$ cat config.mk
export PLATFORM = sky130hd
export DESIGN_NAME = jsilicon_core_v2
export DESIGN_NICKNAME = d
export VERILOG_FILES = /design/src/rtl/jsilicon_core_v2.sv
export SDC_FILE = /design/constraint.sdc
export NUM_CORES = 1
export LEC_CHECK = 0
export BUFFER_PORTS_ARGS = -buffer_cell sky130_fd_sc_hd__buf_2
export CAP_MARGIN = 0
export CORE_AREA = 5 5 164 166
export DETAILED_ROUTE_END_ITERATION = 8
export DIE_AREA = 0 0 169 171
export PLACE_DENSITY = 0.77
export SETUP_SLACK_MARGIN = 0.02
export SYNTH_ARGS = -nofsm -noshare
export SYNTH_HDL_FRONTEND = slang
export SYNTH_SLANG_ARGS = --single-unit
$ cat constraint.sdc
create_clock -name clk -period 34.5 [get_ports clk]
set_clock_uncertainty 0.15 [all_clocks]
set_input_delay 3.45 -clock clk [delete_from_list [all_inputs] [get_ports clk]]
set_output_delay 3.45 -clock clk [all_outputs]
set_load 0.1 [all_outputs]
$ cat src/rtl/jsilicon_core_v2.sv
// jsilicon_core_v2: manual ALU / accumulator CPU with a loadable program
// store and multi-byte 8N1 UART result framing.
module jsilicon_core_v2 #(
    parameter int DATA_W     = 8,
    parameter int IMM_W      = 4,
    parameter int PROG_DEPTH = 8,
    parameter int CLK_DIV    = 1250
) (
    input  logic                          clk,
    input  logic                          rst,
    input  logic                          ena,
    input  logic                          mode,
    input  logic [DATA_W-1:0]             man_a,
    input  logic [DATA_W-1:0]             man_b,
    input  logic [2:0]                    man_op,
    input  logic                          man_go,
    input  logic                          run,
    input  logic                          prog_we,
    input  logic [$clog2(PROG_DEPTH)-1:0] prog_addr,
    input  logic [3+IMM_W-1:0]            prog_wdata,
    output logic [2*DATA_W-1:0]           result,
    output logic [DATA_W-1:0]             acc,
    output logic [$clog2(PROG_DEPTH)-1:0] pc,
    output logic                          flag_z,
    output logic                          flag_v,
    output logic                          halted,
    output logic                          done,
    output logic                          uart_tx,
    output logic                          uart_busy
);
    localparam int AW = $clog2(PROG_DEPTH);
    localparam int RW = 2 * DATA_W;
    localparam int IW = 3 + IMM_W;
    localparam int NB = RW / 8;
    localparam int BW = $clog2(CLK_DIV);
    localparam int CW = $clog2(NB + 1);

    typedef enum logic [1:0] {S_IDLE, S_FETCH, S_EXEC, S_TX} state_t;

    state_t              r_state;
    logic [IW-1:0]       r_mem [PROG_DEPTH];
    logic [IW-1:0]       r_ir;
    logic                r_mode;
    logic [DATA_W-1:0]   r_man_a, r_man_b;
    logic [2:0]          r_man_op;
    logic [RW-1:0]       r_result;
    logic [DATA_W-1:0]   r_acc;
    logic [AW-1:0]       r_pc;
    logic                r_z, r_v, r_halted, r_done;
    logic                r_tx, r_busy;
    logic [RW-1:0]       r_tx_sr;
    logic [CW-1:0]       r_byte_cnt;
    logic [3:0]          r_bit;
    logic [BW-1:0]       r_baud;

    logic [2:0]          w_op;
    logic [IMM_W-1:0]    w_imm;
    logic [DATA_W-1:0]   w_a, w_b, w_diff;
    logic [RW-1:0]       w_res;
    logic                w_v;
    logic [9:0]          w_frame;
    logic                w_halt_op;

    // Operand/opcode select: manual uses latched inputs, CPU uses acc and imm
    always_comb begin
        w_imm     = r_ir[IMM_W-1:0];
        w_op      = r_mode ? r_ir[IW-1:IMM_W] : r_man_op;
        w_a       = r_mode ? r_acc : r_man_a;
        w_b       = r_mode ? DATA_W'(w_imm) : r_man_b;
        w_halt_op = (w_imm == '1);
        w_frame   = {1'b1, r_tx_sr[7:0], 1'b0};
    end

    // ALU: double-width result, v flag per opcode, op 111 yields zero
    always_comb begin
        w_res  = '0;
        w_v    = 1'b0;
        w_diff = w_a - w_b;
        case (w_op)
            3'd0: begin
                w_res = RW'(w_a) + RW'(w_b);
                w_v   = w_res[DATA_W];
            end
            3'd1: begin
                w_res = RW'(w_diff);
                w_v   = (w_a < w_b);
            end
            3'd2: begin
                w_res = RW'(w_a) * RW'(w_b);
                w_v   = |w_res[RW-1:DATA_W];
            end
            3'd3: begin
                if (w_b == '0) begin
                    w_res = RW'({DATA_W{1'b1}});
                    w_v   = 1'b1;
                end else begin
                    w_res = RW'(w_a / w_b);
                end
            end
            3'd4:    w_res = RW'(w_b);
            3'd5:    w_res = RW'(w_a == w_b);
            3'd6:    w_res = RW'(w_a > w_b);
            default: w_res = '0;
        endcase
    end

    // Program store: written only while idle and enabled; never reset
    always_ff @(posedge clk) begin
        if (!rst && ena && r_state == S_IDLE && prog_we)
            r_mem[prog_addr] <= prog_wdata;
    end

    // Main control FSM, architectural registers and UART serialiser
    always_ff @(posedge clk) begin
        if (rst) begin
            r_state    <= S_IDLE;
            r_ir       <= '0;
            r_mode     <= 1'b0;
            r_man_a    <= '0;
            r_man_b    <= '0;
            r_man_op   <= '0;
            r_result   <= '0;
            r_acc      <= '0;
            r_pc       <= '0;
            r_z        <= 1'b0;
            r_v        <= 1'b0;
            r_halted   <= 1'b0;
            r_done     <= 1'b0;
            r_tx       <= 1'b1;
            r_busy     <= 1'b0;
            r_tx_sr    <= '0;
            r_byte_cnt <= '0;
            r_bit      <= '0;
            r_baud     <= '0;
        end else if (ena) begin
            r_done <= 1'b0;
            case (r_state)
                S_IDLE: begin
                    if (prog_we || !run) r_halted <= 1'b0;
                    if (mode && run && !r_halted) begin
                        r_mode  <= 1'b1;
                        r_state <= S_FETCH;
                    end else if (!mode && man_go) begin
                        r_mode   <= 1'b0;
                        r_man_a  <= man_a;
                        r_man_b  <= man_b;
                        r_man_op <= man_op;
                        r_state  <= S_EXEC;
                    end
                end
                S_FETCH: begin
                    r_ir    <= r_mem[r_pc];
                    r_state <= S_EXEC;
                end
                S_EXEC: begin
                    if (r_mode && w_op == 3'd7) begin
                        // Control op: no result update, no frame
                        if (w_halt_op) begin
                            r_halted <= 1'b1;
                            r_state  <= S_IDLE;
                        end else begin
                            r_pc    <= (r_acc != '0) ? w_imm[AW-1:0] : r_pc + AW'(1);
                            r_state <= run ? S_FETCH : S_IDLE;
                        end
                    end else begin
                        r_result   <= w_res;
                        r_z        <= (w_res == '0);
                        r_v        <= w_v;
                        r_done     <= 1'b1;
                        if (r_mode) begin
                            r_acc <= w_res[DATA_W-1:0];
                            r_pc  <= r_pc + AW'(1);
                        end
                        // Start bit of byte 0 goes out together with done
                        r_tx_sr    <= w_res;
                        r_byte_cnt <= CW'(NB - 1);
                        r_bit      <= '0;
                        r_baud     <= '0;
                        r_tx       <= 1'b0;
                        r_busy     <= 1'b1;
                        r_state    <= S_TX;
                    end
                end
                S_TX: begin
                    if (r_baud == BW'(CLK_DIV - 1)) begin
                        r_baud <= '0;
                        if (r_bit == 4'd9) begin
                            if (r_byte_cnt == '0) begin
                                r_busy <= 1'b0;
                                r_tx   <= 1'b1;
                                if (mode && run) begin
                                    r_mode  <= 1'b1;
                                    r_state <= S_FETCH;
                                end else begin
                                    r_state <= S_IDLE;
                                end
                            end else begin
                                // Back-to-back: next byte's start bit, no gap
                                r_byte_cnt <= r_byte_cnt - CW'(1);
                                r_tx_sr    <= r_tx_sr >> 8;
                                r_bit      <= '0;
                                r_tx       <= 1'b0;
                            end
                        end else begin
                            r_bit <= r_bit + 4'd1;
                            r_tx  <= w_frame[r_bit + 4'd1];
                        end
                    end else begin
                        r_baud <= r_baud + BW'(1);
                    end
                end
                default: r_state <= S_IDLE;
            endcase
        end
    end

    assign result    = r_result;
    assign acc       = r_acc;
    assign pc        = r_pc;
    assign flag_z    = r_z;
    assign flag_v    = r_v;
    assign halted    = r_halted;
    assign done      = r_done & ena;
    assign uart_tx   = r_tx;
    assign uart_busy = r_busy;
endmodule

==> metrics <==
drt pass-1 iters=5; capture point of the worst path=r_tx_sr[0]$_SDFFE_PP0P_; yosys warns=0; Die Ht=171 µm; Rows=59; Post-synth EDFFs=56; Bufs on Longest Clock Path=2; Seq cells post-synth=151; unrepaired setup endpoints after global routing=no; pin count of the biggest net entering global routing=91; DIE AREA=0.0289 mm²; crit path DAT=32.10 ns; clk slew on worst S/H paths=0.07 ns; GRT Total Usage=0.270; worst r2r src=acc[3]$_SDFFE_PP0P_; CP max FO=17; final instance area=0.0163 mm²; IO buf count=68; Pins Over Slew Limit=0; Fmax achieved=31.3 MHz; HPWL after DPL=29800 µm; outcome=completed; setup violators final=0; Top Ports=69; synth unique cells=97; period utilization=0.926; Total Nets Final=2032; Critical Path End Type=flop; total CTS buffers=17; Fin. Hold Viols=0; Starting Density=0.582; CP startpoint kind=flop; WS Path Type=flop to flop; Min-Delay Path Class=flop to flop; Clock Sinks=151; FF-to-FF path depth=142; Iteration-0 DRC Markers=1175; Post-Place Setup Slack=0.870 ns; core area=0.0255 mm²; via/cell ratio=6.27; Max-cap violations=0; root buffer cell=clkbuf_16; Placed Instance Area=0.0155 mm²; slew margin rel.=0.392; DRC=0; most frequent CP cell=o21a_1; drt wl/cell=18.6 µm; highest-delay cell along the critical path=or4_1; grt total ovfl=0; Main synth FF type=dfxtp_1; worst setup path start=acc[3]$_SDFFE_PP0P_; WP data required=34.66 ns; setup ws final=2.56 ns; worst r2r dst=r_tx_sr[0]$_SDFFE_PP0P_; share of cells above drive strength 1=0.139; FF-to-FF setup slack=2.56 ns; post-synthesis cell count=1728; worst-margin pin slew=0.912 ns; placed insts=2100; setup TNS=0 ns; Post-Route WL=39900 µm; Layout area overhead=10.1%; final cell count without fillers=2146; Synth Area per Inst=8.58 µm²; ant diodes=0; vias in the first global route=13100; ys async rst share=0; RePlAce Congestion=0.943; Final ANT Viol Nets=0; CTS HTree Levels=4; Chip Width=169 µm; initial antenna violation count=1; CTS tree=done; first-pass GRT wire length=64200 µm; fin crit period=31.94 ns; vias after detailed routing=13500; CP peak stage delay=0.51 ns; post-synthesis sequential area ratio=0.242; mapped cell area=0.0148 mm²; later-pin clock latency in the skew report=0.42 ns
-- repair_timing --
action,CTS,global route
hold buffers,0,0
setup endpoints to repair,0,7
resized for setup,0,15
buffers inserted,0,14
-- kinds of logic (layout without fill, tap and decap cells) --
family                     after synthesis  count (layout)  share of synthesized area
other                                    1               8                   0.000253
muxes                                  100             100                     0.0863
adders and majority gates              199             199                      0.187
buffers and inverters                  160             236                     0.0433
and+or+nand+nor                        600             600                      0.197
xor gates and xnor gates                68              68                     0.0402
AOI/OAI and AO/OA                      449             449                      0.204
DFF                                    151             151                      0.242
-- state kept, by name, summed over array words and instances, names as in the netlist --
| signal | count |
|---|---|
| result | 16 |
| r_mem | 56 |
| r_baud | 11 |
| acc | 8 |
| r_bit | 4 |
| flag_v | 1 |
| r_done | 1 |
| uart_busy | 1 |
| r_man_a | 8 |
| uart_tx | 1 |
| r_man_op | 3 |
| r_byte_cnt | 2 |
| halted | 1 |
| r_mode | 1 |
| flag_z | 1 |
| r_ir | 7 |
| r_state | 2 |
| pc | 3 |
| r_man_b | 8 |
| r_tx_sr | 16 |
-- critical path, delay by kind of cell (launching register included) --
family / cells / cell delay (ns)
AOI/OAI and AO/OA: 78 / 16.53
and+or+nand+nor: 43 / 8.78
adders and majority gates: 15 / 4.49
muxes: 3 / 0.99
buffers and inverters: 3 / 0.44
DFF: 1 / 0.39
-- layout by cell type, fill, tap and decap left out, types with 7 or more instances in the layout --
| master | n |
|---|---|
| o21a_1 | 37 |
| nand4_1 | 20 |
| o21bai_1 | 11 |
| inv_8 | 7 |
| or3_1 | 15 |
| nor2b_1 | 16 |
| a31oi_1 | 16 |
| and2_1 | 25 |
| fa_1 | 38 |
| xor2_1 | 30 |
| buf_4 | 30 |
| nand2b_1 | 24 |
| nor3_1 | 55 |
| nand3_1 | 19 |
| nand2_1 | 132 |
| o21ai_0 | 71 |
| ha_1 | 160 |
| nor2_1 | 213 |
| mux2_2 | 29 |
| or2_2 | 16 |
| and3_1 | 9 |
| clkbuf_16 | 17 |
| buf_2 | 68 |
| xnor2_1 | 38 |
| a21oi_1 | 133 |
| nor4_1 | 10 |
| a21o_1 | 15 |
| o211ai_1 | 17 |
| o31ai_1 | 15 |
| conb_1 | 8 |
| edfxtp_1 | 56 |
| nand3b_1 | 8 |
| inv_1 | 98 |
| a21boi_0 | 7 |
| mux4_2 | 15 |
| mux2i_1 | 47 |
| a211oi_1 | 31 |
| dfxtp_1 | 94 |
| o22ai_1 | 11 |
-- cell usage after synthesis, types with 10 or more instances --
master / n / area [µm²]
and2_1: 25 / 156
o22ai_1: 11 / 68.8
nor2b_1: 16 / 100
mux2i_1: 48 / 480
inv_1: 98 / 368
nor3_1: 56 / 280
clkbuf_1: 38 / 143
nand4_1: 20 / 125
xnor2_1: 38 / 333
mux2_2: 29 / 327
or2_2: 16 / 100
edfxtp_1: 56 / 1680
ha_1: 160 / 2000
nand3_1: 19 / 95.1
o21bai_1: 11 / 82.6
a211oi_1: 31 / 233
o31ai_1: 15 / 113
o211ai_1: 17 / 128
or3_1: 15 / 93.8
xor2_1: 30 / 263
fa_1: 38 / 761
dfxtp_1: 95 / 1900
nand2b_1: 24 / 150
nand2_1: 132 / 495
a31oi_1: 16 / 100
nor4_1: 10 / 62.6
mux4_2: 15 / 338
o21ai_0: 71 / 355
o21a_1: 38 / 285
a21o_1: 15 / 113
nor2_1: 216 / 811
a21oi_1: 133 / 666
-- worst min path at each step --
stage	from	depth (start not counted)	end
finish	result[9]$_SDFFE_PP0P_	2	result[9]$_SDFFE_PP0P_
global route	r_tx_sr[15]$_SDFFE_PP0P_	2	r_tx_sr[15]$_SDFFE_PP0P_
CTS	r_tx_sr[12]$_SDFFE_PP0P_	2	r_tx_sr[12]$_SDFFE_PP0P_
detailed placement	result[15]$_SDFFE_PP0P_	2	result[15]$_SDFFE_PP0P_
global placement	r_tx_sr[9]$_SDFFE_PP0P_	2	r_tx_sr[9]$_SDFFE_PP0P_
floorplan	r_tx_sr[9]$_SDFFE_PP0P_	2	r_tx_sr[9]$_SDFFE_PP0P_
-- stage by stage --
step / hold slack (ns) / utilization
final: 0.306 / 0.641
after detailed placement: 0.297 / 0.609
after global routing: 0.332 / 0.641
after CTS: 0.307 / 0.633
after floorplan: 0.282 / -
after global placement: 0.289 / 0.609
-- layout make-up --
cell class	instances	area (µm²)
Inverter	102	383
Sequential cell	151	3590
Tap cell	335	419
Multi-Input combinational cell	1424	10700
Clock inverter	15	163
Fill cell	2116	9150
Timing Repair Buffer	102	627
Clock buffer	17	425
-- routing by layer --
metal	routed length, µm	vias up	track usage
met1	16000	6379	0.330
met3	2600	118	0.0379
met5	13	-	0
met2	19700	512	0.482
met4	1570	2	0.111
li1	-	6446	-
Power is left out: the tool's default activity adds up to more than one toggle a clock period on the data nets, which glitch-free logic cannot reach.
